$ cat src/rtl/dm_load_unit.sv
// dm_load_unit: MIPS data-memory load unit with valid/ready handshakes on request, bus and response.
// Optional macro DM_MISALIGN_SPLIT_EN: misaligned loads are legal, split into two beats when they cross a beat.
module dm_load_unit #(
  parameter int DW = 32,
  parameter int AW = 32
) (
  input  logic          clk,
  input  logic          reset,
  input  logic          req_valid,
  output logic          req_ready,
  input  logic [AW-1:0] req_addr,
  input  logic [2:0]    req_mode,
  output logic          mem_req_valid,
  input  logic          mem_req_ready,
  output logic [AW-1:0] mem_addr,
  input  logic          mem_rvalid,
  input  logic [DW-1:0] mem_rdata,
  output logic          rsp_valid,
  input  logic          rsp_ready,
  output logic [DW-1:0] rsp_data,
  output logic          rsp_err
);
  localparam int B  = DW / 8;
  localparam int OW = $clog2(B);

  typedef enum logic [2:0] {IDLE, REQ0, WAIT0, REQ1, WAIT1, RESP} state_t;

  function automatic logic [3:0] size_of(input logic [2:0] mode);
    case (mode)
      3'd0:       return 4'd4;
      3'd1, 3'd2: return 4'd2;
      3'd3, 3'd4: return 4'd1;
      default:    return 4'd8;
    endcase
  endfunction

  state_t        state_q, state_d;
  logic [OW-1:0] off_q, off_d;
  logic [2:0]    mode_q, mode_d;
  logic [DW-1:0] beat0_q, beat0_d;
  logic [AW-1:0] mem_addr_q, mem_addr_d;
  logic [DW-1:0] rsp_data_q, rsp_data_d;
  logic          rsp_err_q, rsp_err_d;
  logic          req_ready_q, req_ready_d;
  logic          mem_req_valid_q, mem_req_valid_d;
  logic          rsp_valid_q, rsp_valid_d;

  // Request decode: decides up front whether the load is rejected without any bus traffic.
  logic req_bad_mode, req_err;
  assign req_bad_mode = (req_mode > 3'd5) || ((req_mode == 3'd5) && (DW != 64));
`ifdef DM_MISALIGN_SPLIT_EN
  assign req_err = req_bad_mode;
`else
  logic [3:0] req_size;
  logic       req_misal;
  assign req_size  = size_of(req_mode);
  assign req_misal = ((4'(req_addr[OW-1:0]) & (req_size - 4'd1)) != 4'd0);
  assign req_err   = req_bad_mode || req_misal;
`endif

  logic [3:0]    cur_size;
  logic [6:0]    size_bits;
  logic [DW-1:0] beat0_v, beat1_v, low, ext;
  logic          sign_fill;

  // The beat arriving this cycle is used directly, so the result registers on the final rvalid.
  always_comb begin
    cur_size  = size_of(mode_q);
    size_bits = {cur_size, 3'b000};
    beat0_v   = (state_q == WAIT0) ? mem_rdata : beat0_q;
`ifdef DM_MISALIGN_SPLIT_EN
    beat1_v   = (state_q == WAIT1) ? mem_rdata : '0;
`else
    beat1_v   = '0;
`endif
    low       = DW'({beat1_v, beat0_v} >> {off_q, 3'b000});
    sign_fill = (mode_q == 3'd1) ? low[15] : ((mode_q == 3'd3) ? low[7] : 1'b0);
    for (int i = 0; i < DW; i++) begin
      ext[i] = (7'(i) < size_bits) ? low[i] : sign_fill;
    end
  end

`ifdef DM_MISALIGN_SPLIT_EN
  logic crossing;
  assign crossing = (5'(off_q) + 5'(cur_size)) > 5'(B);
`endif

  always_comb begin
    state_d    = state_q;
    off_d      = off_q;
    mode_d     = mode_q;
    beat0_d    = beat0_q;
    mem_addr_d = mem_addr_q;
    rsp_data_d = rsp_data_q;
    rsp_err_d  = rsp_err_q;
    case (state_q)
      IDLE: begin
        if (req_ready_q && req_valid) begin
          off_d  = req_addr[OW-1:0];
          mode_d = req_mode;
          if (req_err) begin
            state_d    = RESP;
            rsp_err_d  = 1'b1;
            rsp_data_d = '0;
          end else begin
            state_d    = REQ0;
            mem_addr_d = {req_addr[AW-1:OW], {OW{1'b0}}};
          end
        end
      end
      REQ0: if (mem_req_ready) state_d = WAIT0;
      WAIT0: begin
        if (mem_rvalid) begin
          beat0_d = mem_rdata;
`ifdef DM_MISALIGN_SPLIT_EN
          if (crossing) begin
            state_d    = REQ1;
            mem_addr_d = mem_addr_q + AW'(B);
          end else
`endif
          begin
            state_d    = RESP;
            rsp_data_d = ext;
            rsp_err_d  = 1'b0;
          end
        end
      end
`ifdef DM_MISALIGN_SPLIT_EN
      REQ1: if (mem_req_ready) state_d = WAIT1;
      WAIT1: begin
        if (mem_rvalid) begin
          state_d    = RESP;
          rsp_data_d = ext;
          rsp_err_d  = 1'b0;
        end
      end
`endif
      RESP: if (rsp_ready) state_d = IDLE;
      default: state_d = IDLE;
    endcase
    req_ready_d     = (state_d == IDLE);
    mem_req_valid_d = (state_d == REQ0) || (state_d == REQ1);
    rsp_valid_d     = (state_d == RESP);
  end

  always_ff @(posedge clk or negedge reset) begin
    if (!reset) begin
      state_q         <= IDLE;
      off_q           <= '0;
      mode_q          <= '0;
      beat0_q         <= '0;
      mem_addr_q      <= '0;
      rsp_data_q      <= '0;
      rsp_err_q       <= 1'b0;
      req_ready_q     <= 1'b0;
      mem_req_valid_q <= 1'b0;
      rsp_valid_q     <= 1'b0;
    end else begin
      state_q         <= state_d;
      off_q           <= off_d;
      mode_q          <= mode_d;
      beat0_q         <= beat0_d;
      mem_addr_q      <= mem_addr_d;
      rsp_data_q      <= rsp_data_d;
      rsp_err_q       <= rsp_err_d;
      req_ready_q     <= req_ready_d;
      mem_req_valid_q <= mem_req_valid_d;
      rsp_valid_q     <= rsp_valid_d;
    end
  end

  assign req_ready     = req_ready_q;
  assign mem_req_valid = mem_req_valid_q;
  assign mem_addr      = mem_addr_q;
  assign rsp_valid     = rsp_valid_q;
  assign rsp_data      = rsp_data_q;
  assign rsp_err       = rsp_err_q;

endmodule

$ cat config.mk
export PLATFORM = sky130hd
export DESIGN_NAME = dm_load_unit
export DESIGN_NICKNAME = d
export VERILOG_FILES = /design/src/rtl/dm_load_unit.sv
export SDC_FILE = /design/constraint.sdc
export NUM_CORES = 1
export LEC_CHECK = 0
export ABC_AREA = 1
export BUFFER_PORTS_ARGS = -buffer_cell sky130_fd_sc_hd__buf_2
export CORE_ASPECT_RATIO = 0.6
export CORE_MARGIN = 5
export CORE_UTILIZATION = 57
export CTS_CLUSTER_SIZE = 14
export DETAILED_ROUTE_END_ITERATION = 8
export PLACE_DENSITY_LB_ADDON = 0.3
export SLEW_MARGIN = 20
export SYNTH_ARGS = -nofsm -noshare
export SYNTH_HDL_FRONTEND = slang
export SYNTH_SLANG_ARGS = --single-unit
$ cat constraint.sdc
create_clock -name clk -period 4 [get_ports clk]
set_input_delay 0.8 -clock clk [delete_from_list [all_inputs] [get_ports clk]]
set_output_delay 0.8 -clock clk [all_outputs]
set_load 0.1 [all_outputs]
## After elaboration in Yosys (flattened, before gate mapping)

Cells that the tools add are included.
W data, S select, Z words.

| storage, ports and cells | value |
|---|---|
| bits in registers | 106 |
| bits of input ports | 73 |
| output and inout bits | 68 |
| word-level logic and storage cells | 134 |

| cells by class | value |
|---|---|
| add/subtract/negate cells | 1 |
| $lt $le $gt $ge | 33 |
| eq/ne operators | 18 |
| shift-type cells | 1 |
| mux-type cells | 51 |
| bitwise operators | 2 |
| reduce and logical (&&, ||, !) cells | 18 |

Operators with widths:

| operator | number |
|---|---|
| $mux W32 | 4 |
| $lt A5 B7 Y1 const A | 16 |
| $pmux W32 S2 | 1 |
| $lt A4 B7 Y1 const A | 8 |
| $mux W1 | 37 |
| $shr A32 B5 Y32 | 1 |
| $lt A3 B7 Y1 const A | 4 |
| $pmux W4 S3 | 2 |
| $eq A3 B2 Y1 const B | 6 |
| $eq A3 B3 Y1 const B | 5 |
| $mux W3 | 5 |
| $lt A1 B7 Y1 const A | 2 |
| $lt A2 B7 Y1 const A | 2 |
| $eq A3 B1 Y1 const B | 4 |
| $logic_not A3 Y1 | 4 |
| $pmux W3 S4 | 1 |
| $reduce_or A2 Y1 | 4 |
| $ne A2 B2 Y1 const B | 3 |
| $and A2 B4 Y4 | 1 |
| $reduce_and A2 Y1 | 2 |
| $reduce_and A4 Y1 | 1 |
| $reduce_bool A4 Y1 | 1 |
| $sub A4 B1 Y4 const B | 1 |
| $gt A3 B3 Y1 const B | 1 |
| 6 further kinds | 8 |

## Depth between registers and ports, before layout

Gate-level depths: netlist of the first run.

| logic depth | value |
|---|---|
| word-level depth | 12 |
| gate-level depth with buffers | 12 |
| gate-level depth less buffers | 11 |

## Worst setup path before layout of the first run

No wires, ideal clock.

| path | value |
|---|---|
| kind | register to register |
| start point | register req_ready_q (netlist: req_ready) |
| end point | register rsp_data_q[4] (netlist: rsp_data[4]) |
| setup time | 0.125 ns |
| data arrival time | 1.792 ns |
| setup slack | 2.083 ns |
| stages on the path, launching flop included | 7 |
| clock period less this slack | 1.917 ns |
| cells stage by stage | dfrtp_1 > nand2_1 > nor2_1 > o21ai_2 > buf_2 > nand2_1 > nand2_1 |

| between the ends | value |
|---|---|
| longest elaborated chain between the ends | 3 |

RTL lines:

| element | RTL line | source |
|---|---|---|
| from (decl) | 44 | `logic req_ready_q, req_ready_d;` |
| from (signal assigned) | 166 | `req_ready_q <= req_ready_d;` |
| $logic_and A1 B1 Y1 | 98 | `if (req_ready_q && req_valid) begin` |
| $ne A2 B2 Y1 (no line) | n/a |  |
| $reduce_and A4 Y1 (no line) | n/a |  |
| to (signal assigned) | 164 | `rsp_data_q <= rsp_data_d;` |
| to (decl) | 42 | `logic [DW-1:0] rsp_data_q, rsp_data_d;` |

Every way passes these cells.
A chain may end at the register's enable or synchronous reset.

## Worst setup path after layout of the first run

| path | value |
|---|---|
| start point | register state_q[2] |
| end point | register mem_req_valid_q (netlist: mem_req_valid) |

| between the ends | value |
|---|---|
| longest elaborated chain between the ends | 4 |
| elaborated cells between the ends (all ways) | 12 |

RTL lines:

| element | RTL line | source |
|---|---|---|
| from (decl) | 37 | `state_t state_q, state_d;` |
| from (signal assigned) | 159 | `state_q <= state_d;` |
| $eq A3 B3 Y1, or another cell as far along | 96 | `case (state_q)` |
| $pmux W3 S4 (*) | 96 |  |
| net state_d[2] | 37 |  |
| $eq A3 B1 Y1 / $eq A3 B2 Y1 (equally long branches) | 142 | `mem_req_valid_d = (state_d == REQ0) \|\| (state_d == REQ1);` |
| $logic_or A1 B1 Y1 (*) | 142 |  |
| net mem_req_valid_d | 45 | `logic mem_req_valid_q, mem_req_valid_d;` |
| to (signal assigned) | 167 | `mem_req_valid_q <= mem_req_valid_d;` |
| to (decl) | 45 |  |

The timed path passes the listed nets; every way through them passes the cells marked *.

==> results of run 1 <==
-- worst paths after layout --
kind	startpoint	to	slack (ns)	cells after the start
setup / recovery	state_q[2]	mem_req_valid	1.12	9
hold / removal	rsp_data[3]	rsp_data[3]	0.47	2
setup reg to reg	state_q[2]	mem_req_valid	1.12	9
hold reg to reg	rsp_data[3]	rsp_data[3]	0.47	2
max in group asynchronous	reset	rsp_data[4]	2.77	2
min in group asynchronous	reset	beat0_q[13]	0.50	1
-- state kept, by name, summed over array words and instances (netlist names) --
| signal | cells |
|---|---|
| off_q | 2 |
| req_ready | 1 |
| rsp_data | 32 |
| mem_req_valid | 1 |
| beat0_q | 25 |
| state_q | 3 |
| mem_addr | 30 |
| mode_q | 3 |
| rsp_err | 1 |
| rsp_valid | 1 |
-- cells by family (layout without fill, tap and decap cells) --
| kind of cell | Yosys count | after routing | share of synthesized area (%) |
|---|---|---|---|
| AO/OA/AOI/OAI | 130 | 130 | 14.02 |
| buffers and inverters | 88 | 205 | 8.311 |
| flip-flops | 99 | 99 | 48.68 |
| other | 1 | 2 | 0.07369 |
| AND/OR/NAND/NOR | 342 | 342 | 28.92 |
-- cell usage in the layout (no fill, tap or decap), types with 4 or more instances in the layout --
cell and instances:
sky130_fd_sc_hd__nand2_1 242, sky130_fd_sc_hd__a21oi_1 27, sky130_fd_sc_hd__nor2_1 34, sky130_fd_sc_hd__buf_2 137
sky130_fd_sc_hd__nand4_1 8, sky130_fd_sc_hd__nand3_1 30, sky130_fd_sc_hd__nand2_2 11, sky130_fd_sc_hd__clkbuf_16 9
sky130_fd_sc_hd__dfrtp_1 99, sky130_fd_sc_hd__nand3_2 4, sky130_fd_sc_hd__o21ai_2 12, sky130_fd_sc_hd__inv_1 42
sky130_fd_sc_hd__nand2_4 9, sky130_fd_sc_hd__o21ai_0 69, sky130_fd_sc_hd__o21ai_1 18, sky130_fd_sc_hd__buf_4 7
-- final cells by class --
type,count,area share [%]
timing repair buffer,145,12.37
inverter,44,2.726
clock buffer,10,3.945
multi-input combinational,474,36.31
sequential,99,40.89
tap,112,2.313
clock inverter,6,1.446
-- per-layer routing --
| metal | vias to the layer above | wire length [um] |
|---|---|---|
| met5 | - | 0 |
| met4 | 0 | 141 |
| met3 | 17 | 1230 |
| met2 | 217 | 6053 |
| met1 | 2234 | 6192 |
| li1 | 2325 | - |
-- worst reg2reg max path: cells and delay by family, from the launching register on --
family,cells,cell delay [ns]
AO/OA/AOI/OAI,2,0.35
buffers and inverters,3,0.95
flip-flops,1,0.43
AND/OR/NAND/NOR,4,1.03
-- per-stage QoR --
stage               std cells  utilization, %
CTS                       890           70.17
detailed placement        874           66.39
global placement          874           66.39
finish                    890           70.28
floorplan                 661               -
global route              890           70.28
==> metrics, run 1 <==
delay of the slowest cell on the worst path=0.43 ns; Mean Syn Cell Area=7.710 um2; routed length per placed instance=15.30 um; total track usage=24.65%; Async SR Flop Fraction=100.0%; area taken by flip-flops and latches=2477 um2; busiest layer in global routing=met2; worst-path maximum fanout=41; pin count of the biggest net entering global routing=82; Synth Instances=660; cells taking the most area after synthesis=sky130_fd_sc_hd__dfrtp_1 49%, sky130_fd_sc_hd__nand2_1 18%, sky130_fd_sc_hd__o21ai_0 6.8%; GR met3 Demand/Resource=6.703%; cell with the most instances after synthesis=sky130_fd_sc_hd__nand2_1; effective utilization at floorplan=59.03%; met2 layer usage reported by global route=37.01%; count of fill cells added during filler insertion=739; Max Clock Freq=0.3473 GHz; Place WS=1.132 ns; commonest register cell after synthesis=sky130_fd_sc_hd__dfrtp_1; die height=83.19 um; Post-CTS Setup Repair Bufs=0; Clk Latency, worst-skew pair=0.35 ns; DP Wirelength=9.982 mm; global placer's final weighted congestion=0.9324; routed wire length=13.62 mm; number of max-cap violations=0; met1 Usage GRT=36.02%; remaining antenna violation count after routing=0; summed negative setup slack over all endpoints=0 ns; Cell Area, Placed=5723 um2; outcome=finished clean; TritonCTS clock tree=built; top cell types by occurrence after synthesis=242 x sky130_fd_sc_hd__nand2_1, 99 x sky130_fd_sc_hd__dfrtp_1, 69 x sky130_fd_sc_hd__o21ai_0; Hold WC Path Type=flip-flop to flip-flop; shortest clock period the worst path allows after layout=2.879 ns; GRT overflow=0; First-pass DRT Iterations=6; startpoint types=flip-flop; vias in the first global route=4554; overall die area=10980 um2; pin slew with the least headroom to its limit=0.8686 ns; most repeated library cell on the critical path=sky130_fd_sc_hd__inv_2; clock-pin slew on the worst setup and hold paths=0.07 ns; CTS Hold Buffers Added=0; initial antenna violation count=0; width of the die=132.0 um; mapped cell area=5089 um2; number of resized instances in the post-cts repair step=0; final setup fails=0; standard-cell row count=26; Netlist cell types=26; critical-path cell list=nor2_4 -> nand2_4 -> inv_2 -> nand2_2 -> inv_2 -> o21ai_2 -> buf_4 -> o21ai_1 -> nor2_1; crit path capture type=flip-flop; number of H-tree branching levels=3; share of the cycle needed by the critical path after routing=71.98%; required time reported for the critical path endpoint=4.22 ns; Non-Filler Cell Area, Final=6058 um2; DRC violation count after routing=0; global-route wire length before repair=22.38 mm; synth warn=0; core outline area=8621 um2; I/O Pins=141; start-to-end type of the worst setup path=flip-flop to flip-flop; number of nets in the finished design=846; critical path buffer and inverter count=3; total of flip-flops plus latches after synthesis=99; number of enable flip-flop cells after synthesis=0; final worst clock skew=0.007716 ns; cell type with the highest aggregate area in the netlist=sky130_fd_sc_hd__dfrtp_1; Clock Sink Count=99; Final Hold Fails=0; endpoint arrival time on the critical path=3.10 ns; vias after detailed routing=4793; # diodes=0; unrepaired setup endpoints after global routing=no; cell family contributing the most delay on the critical path=simple AND/OR/NAND/NOR gates; area of the multi-input gates=2200 um2; layout cells sized above 1=25.96%; final setup slack of the worst path=1.121 ns; slowest stage cell on the critical path=sky130_fd_sc_hd__dfrtp_1; initial drt markers=461; Rel. slew slack=42.03%; Final Max Tran Viols=0; fraction of synthesized cell area taken by the top area cell type=48.68%; CTS max path bufs=2; vias per cell=5.385; Root Buffer Master=sky130_fd_sc_hd__clkbuf_16; part of the Yosys area used for sequential elements=48.68%; worst hold slack=0.4726 ns; number of buffers inserted during clock tree synthesis=9; number of port buffers=138; area growth from synthesis to layout=19.06%
Power of run 1 is left out: the tool's default activity adds up to more than one toggle a clock period on the data nets, which glitch-free logic cannot reach.
==> run 2: changes to the inputs <==
--- a/config.mk
+++ b/config.mk
@@ -9,7 +9,7 @@
 export BUFFER_PORTS_ARGS = -buffer_cell sky130_fd_sc_hd__buf_2
 export CORE_ASPECT_RATIO = 0.6
 export CORE_MARGIN = 5
-export CORE_UTILIZATION = 57
+export CORE_UTILIZATION = 52
 export CTS_CLUSTER_SIZE = 14
 export DETAILED_ROUTE_END_ITERATION = 8
 export PLACE_DENSITY_LB_ADDON = 0.3
==> constraint.sdc (replaced) <==
create_clock -name clk -period 2.75 [get_ports clk]
set_input_delay 0.55 -clock clk [delete_from_list [all_inputs] [get_ports clk]]
set_output_delay 0.55 -clock clk [all_outputs]
set_load 0.1 [all_outputs]
==> metrics, run 2 (same netlist as run 1, synthesis figures left out) <==
outcome=finished clean; final setup fails=0; area of the multi-input gates=2202 um2; vias per cell=5.089; placed cell count=903; internal reg-to-reg setup slack=0.49 ns; CTS max path bufs=2; startpoint types=flip-flop; CTS Hold Buffers Added=0; number of buffers inserted during clock tree synthesis=9; most used cells in the layout excluding fill and tap cells=242 x sky130_fd_sc_hd__nand2_1, 137 x sky130_fd_sc_hd__buf_2, 99 x sky130_fd_sc_hd__dfrtp_1; Clock Sink Count=99; required time reported for the critical path endpoint=3.03 ns; DP Wirelength=10.08 mm; area growth from synthesis to layout=19.65%; area taken by flip-flops and latches=2477 um2; worst-path maximum fanout=40; vias in the first global route=4448; routed wire length=13.57 mm; I/O Pins=141; share of the cycle needed by the critical path after routing=82.07%; summed negative setup slack over all endpoints=0 ns; GRT overflow=0; initial antenna violation count=0; Hold WC Path Type=input pin to asynchronous set/reset pin; remaining antenna violation count after routing=0; Post-CTS Setup Repair Bufs=0; number of max-cap violations=0; number of port buffers=138; worst reg2reg endpoint=rsp_data[13]; global placer's final weighted congestion=0.9155; global-route wire length before repair=21.85 mm; standard-cell row count=28; overall die area=11930 um2; routed length per placed instance=14.76 um; met3 routed WL=1.154 mm; Final Max Tran Viols=0; clock-pin slew on the worst setup and hold paths=0.06 ns; First-pass DRT Iterations=5; effective utilization at floorplan=52.44%; total track usage=23.47%; vias after detailed routing=4677; final worst clock skew=0.006932 ns; max reg flops=32; pin slew with the least headroom to its limit=0.7534 ns; beginning of the worst register-to-register path=state_q[2]; crit path capture type=flip-flop; routed length on met2=5.988 mm; DR top layer=met4; unrepaired setup endpoints after global routing=no; start-to-end type of the worst setup path=flip-flop to flip-flop; width of the die=137.7 um; number of H-tree branching levels=3; number of resized instances in the post-cts repair step=0; worst r2r path cells=11; Rel. slew slack=49.43%; pin count of the biggest net entering global routing=71; Clk Latency, worst-skew pair=0.34 ns; endpoint arrival time on the critical path=2.54 ns; layout cells sized above 1=26.40%; final instance count without filler cells=919; most frequent standard cell in the layout excluding fill and tap cells=sky130_fd_sc_hd__nand2_1; Root Buffer Master=sky130_fd_sc_hd__clkbuf_16; Max Clock Freq=0.4431 GHz; Final Hold Fails=0; # diodes=0; wire length on met1=6.303 mm; count of fill cells added during filler insertion=873; core outline area=9704 um2; shortest clock period the worst path allows after layout=2.257 ns; TritonCTS clock tree=built; die height=86.63 um; number of nets in the finished design=852; DRC violation count after routing=0; initial drt markers=426
[run 2: area by class of cell]
type / instances / area share, %
well taps: 135 / 2.774
inverters: 44 / 2.713
clock buffers: 11 / 3.987
flip-flops and latches: 99 / 40.69
repair buffers: 151 / 13.19
clock inverters: 5 / 0.4727
multi-input cells: 474 / 36.17
[run 2: through the flow]
step | hold WS, ns | setup WS, ns | instance area (um2) | utilization (%)
after global routing | 0.2677 | 0.2967 | 6088 | 62.74
after global placement | 0.4633 | 0.6023 | 5809 | 59.86
after CTS | 0.2338 | 0.4742 | 6081 | 62.66
final | 0.2211 | 0.4931 | 6088 | 62.74
after detailed placement | 0.4645 | 0.5101 | 5809 | 59.86
after floorplan | 0.2544 | 0.8330 | 5092 | -
[run 2: layer usage]
layer	global-route usage [%]	vias to the layer above
met1	34.47	2152
met4	5.381	0
met2	35.66	183
met5	0	-
li1	-	2332
met3	5.394	10
[run 2: worst max-delay path: stages, from the launching register on]
cell	delay [ns]
sky130_fd_sc_hd__dfrtp_1	0.44
sky130_fd_sc_hd__nor2_4	0.10
sky130_fd_sc_hd__nand2_4	0.07
sky130_fd_sc_hd__buf_4	0.50
sky130_fd_sc_hd__nand2_1	0.16
sky130_fd_sc_hd__nand3_1	0.13
sky130_fd_sc_hd__nand3_1	0.12
sky130_fd_sc_hd__nand3_2	0.11
sky130_fd_sc_hd__nand3_2	0.13
sky130_fd_sc_hd__nand2_1	0.26
sky130_fd_sc_hd__nand2_1	0.10
sky130_fd_sc_hd__nand2_1	0.08
[run 2: worst max-delay path by stage]
stage,from,end,slack (ns),depth (start not counted)
floorplan,req_ready,rsp_data[4],0.83,6
global placement,state_q[2],rsp_data[10],0.60,9
detailed placement,state_q[2],rsp_data[13],0.51,9
CTS,state_q[2],rsp_data[13],0.47,9
global route,state_q[2],rsp_data[13],0.30,11
finish,state_q[2],rsp_data[13],0.49,11
Power of run 2 is left out for the same reason.
==> run 3: changes to the inputs <==
--- a/config.mk
+++ b/config.mk
@@ -5,11 +5,11 @@
 export SDC_FILE = /design/constraint.sdc
 export NUM_CORES = 1
 export LEC_CHECK = 0
-export ABC_AREA = 1
+export ABC_AREA = 0
 export BUFFER_PORTS_ARGS = -buffer_cell sky130_fd_sc_hd__buf_2
 export CORE_ASPECT_RATIO = 0.6
 export CORE_MARGIN = 5
-export CORE_UTILIZATION = 52
+export CORE_UTILIZATION = 51
 export CTS_CLUSTER_SIZE = 14
 export DETAILED_ROUTE_END_ITERATION = 8
 export PLACE_DENSITY_LB_ADDON = 0.3
==> constraint.sdc (replaced) <==
create_clock -name clk -period 2.3 [get_ports clk]
set_input_delay 0.46 -clock clk [delete_from_list [all_inputs] [get_ports clk]]
set_output_delay 0.46 -clock clk [all_outputs]
set_load 0.1 [all_outputs]
==> metrics, run 3 <==
width of the die=133.3 um; initial antenna violation count=0; fraction of synthesized cell area taken by the top area cell type=53.27%; cell type with the highest aggregate area in the netlist=sky130_fd_sc_hd__dfrtp_1; number of H-tree branching levels=3; most used cells in the layout excluding fill and tap cells=137 x sky130_fd_sc_hd__buf_2, 98 x sky130_fd_sc_hd__dfrtp_1, 63 x sky130_fd_sc_hd__mux2_2; clock-pin slew on the worst setup and hold paths=0.06 ns; delay of the slowest cell on the worst path=0.46 ns; cells taking the most area after synthesis=sky130_fd_sc_hd__dfrtp_1 53%, sky130_fd_sc_hd__mux2_2 15%, sky130_fd_sc_hd__mux2i_1 6.7%; unrepaired setup endpoints after global routing=no; DP Wirelength=9.206 mm; part of the Yosys area used for sequential elements=53.27%; crit path capture type=flip-flop; overall die area=11190 um2; vias in the first global route=3685; Hold WC Path Type=input pin to asynchronous set/reset pin; commonest register cell after synthesis=sky130_fd_sc_hd__dfrtp_1; total of flip-flops plus latches after synthesis=99; mapped cell area=4651 um2; cell with the most instances after synthesis=sky130_fd_sc_hd__dfrtp_1; Netlist cell types=50; Clk Latency, worst-skew pair=0.34 ns; number of nets in the finished design=574; standard-cell row count=27; Root Buffer Master=sky130_fd_sc_hd__clkbuf_16; critical-path cell list=nor3b_4 -> buf_12 -> mux2i_1 -> mux2i_1 -> a21bo_2 -> a22o_1; worst-path maximum fanout=31; number of enable flip-flop cells after synthesis=0; final worst clock skew=0.004256 ns; summed negative setup slack over all endpoints=0 ns; endpoint arrival time on the critical path=2.40 ns; final core utilization=65.03%; routed wire length=12.17 mm; outcome=finished clean; GRT overflow=0; most repeated library cell on the critical path=sky130_fd_sc_hd__mux2i_1; Async SR Flop Fraction=100.0%; TritonCTS clock tree=built; Final Max Tran Viols=0; I/O Pins=141; Post-CTS Setup Repair Bufs=0; Place WS=0.1112 ns; remaining antenna violation count after routing=0; effective utilization at floorplan=51.56%; # diodes=0; share of the cycle needed by the critical path after routing=94.83%; final setup slack of the worst path=0.1190 ns; Clock Sink Count=99; die height=83.97 um; Synth Instances=359; pin count of the biggest net entering global routing=46; Mean Syn Cell Area=12.95 um2; initial drt markers=317; routed length per placed instance=19.56 um; global-route wire length before repair=19.59 mm; area growth from synthesis to layout=26.12%; First-pass DRT Iterations=5; number of buffers inserted during clock tree synthesis=9; Final Hold Fails=0; Rel. slew slack=58.21%; slowest stage cell on the critical path=sky130_fd_sc_hd__dfrtp_1; global placer's final weighted congestion=0.8991; vias per cell=5.683; layout cells sized above 1=49.60%; synth warn=0; start-to-end type of the worst setup path=flip-flop to flip-flop; CTS max path bufs=2; most frequent standard cell in the layout excluding fill and tap cells=sky130_fd_sc_hd__buf_2; core outline area=9020 um2; number of max-cap violations=0; CTS Hold Buffers Added=0; vias after detailed routing=3535; pin slew with the least headroom to its limit=0.6268 ns; max reg flops=32; final setup fails=0; startpoint types=flip-flop; total track usage=22.11%; top cell types by occurrence after synthesis=99 x sky130_fd_sc_hd__dfrtp_1, 63 x sky130_fd_sc_hd__mux2_2, 31 x sky130_fd_sc_hd__mux2i_1; Max Clock Freq=0.4585 GHz; Cell Area, Placed=5537 um2; shortest clock period the worst path allows after layout=2.181 ns; required time reported for the critical path endpoint=2.52 ns; DRC violation count after routing=0; number of port buffers=138; Non-Filler Cell Area, Final=5866 um2
run 3: what timing repair did:
item                       in CTS  in global routing
setup endpoints to repair       0                 16
resized for setup               0                  1
hold endpoints to repair        0                  0
run 3: layout make-up:
type	instances	area (um2)
clock inverter	4	72.57
fill	703	3154
sequential	99	2479
multi-input combinational	231	2016
tap	116	145.1
clock buffer	12	256.5
inverter	3	11.26
timing repair buffer	157	885.9
run 3: final timing paths:
| path | end | cells past startpoint | slack [ns] | start |
|---|---|---|---|---|
| min in group clk | off_q[0] | 3 | 0.35 | req_addr[0] |
| setup reg to reg | rsp_data[19] | 6 | 0.12 | state_q[2] |
| hold / removal | beat0_q[28] | 1 | 0.13 | reset |
| max in group asynchronous | req_ready | 2 | 1.51 | reset |
| hold reg to reg | rsp_data[7] | 1 | 0.50 | rsp_data[7] |
| setup / recovery | rsp_data[19] | 6 | 0.12 | state_q[2] |
run 3: logic make-up after synthesis:
| logic type | synth area share (%) |
|---|---|
| compound gates | 14.45 |
| flops | 53.27 |
| xor+xnor | 0.1884 |
| buf+inv | 3.605 |
| mux | 22.98 |
| simple gates | 5.435 |
| other cells | 0.08063 |
run 3: worst max-delay path: cells and delay by family (launching register included):
family,cells,cell delay [ns]
multiplexers,2,0.64
AND/OR/NAND/NOR,1,0.25
flip-flops,1,0.46
AO/OA/AOI/OAI,2,0.45
buffers and inverters,1,0.25
run 3: metal layers:
metal  up-vias  part of all wire [%]  track usage, %
met5         -                     0               0
met4         0                   1.1           5.042
met3        14                   9.5           8.916
met2       158                    43           31.08
met1      1736                    47           32.03
li1       1627                     -               -
run 3: through the flow:
step / hold WS (ns) / cells
after floorplan: 0.1644 / 360
after global placement: 0.4753 / 606
after detailed placement: 0.4807 / 606
after CTS: 0.1456 / 622
after global routing: 0.1738 / 622
final: 0.1286 / 622
Power of run 3 is left out for the same reason.
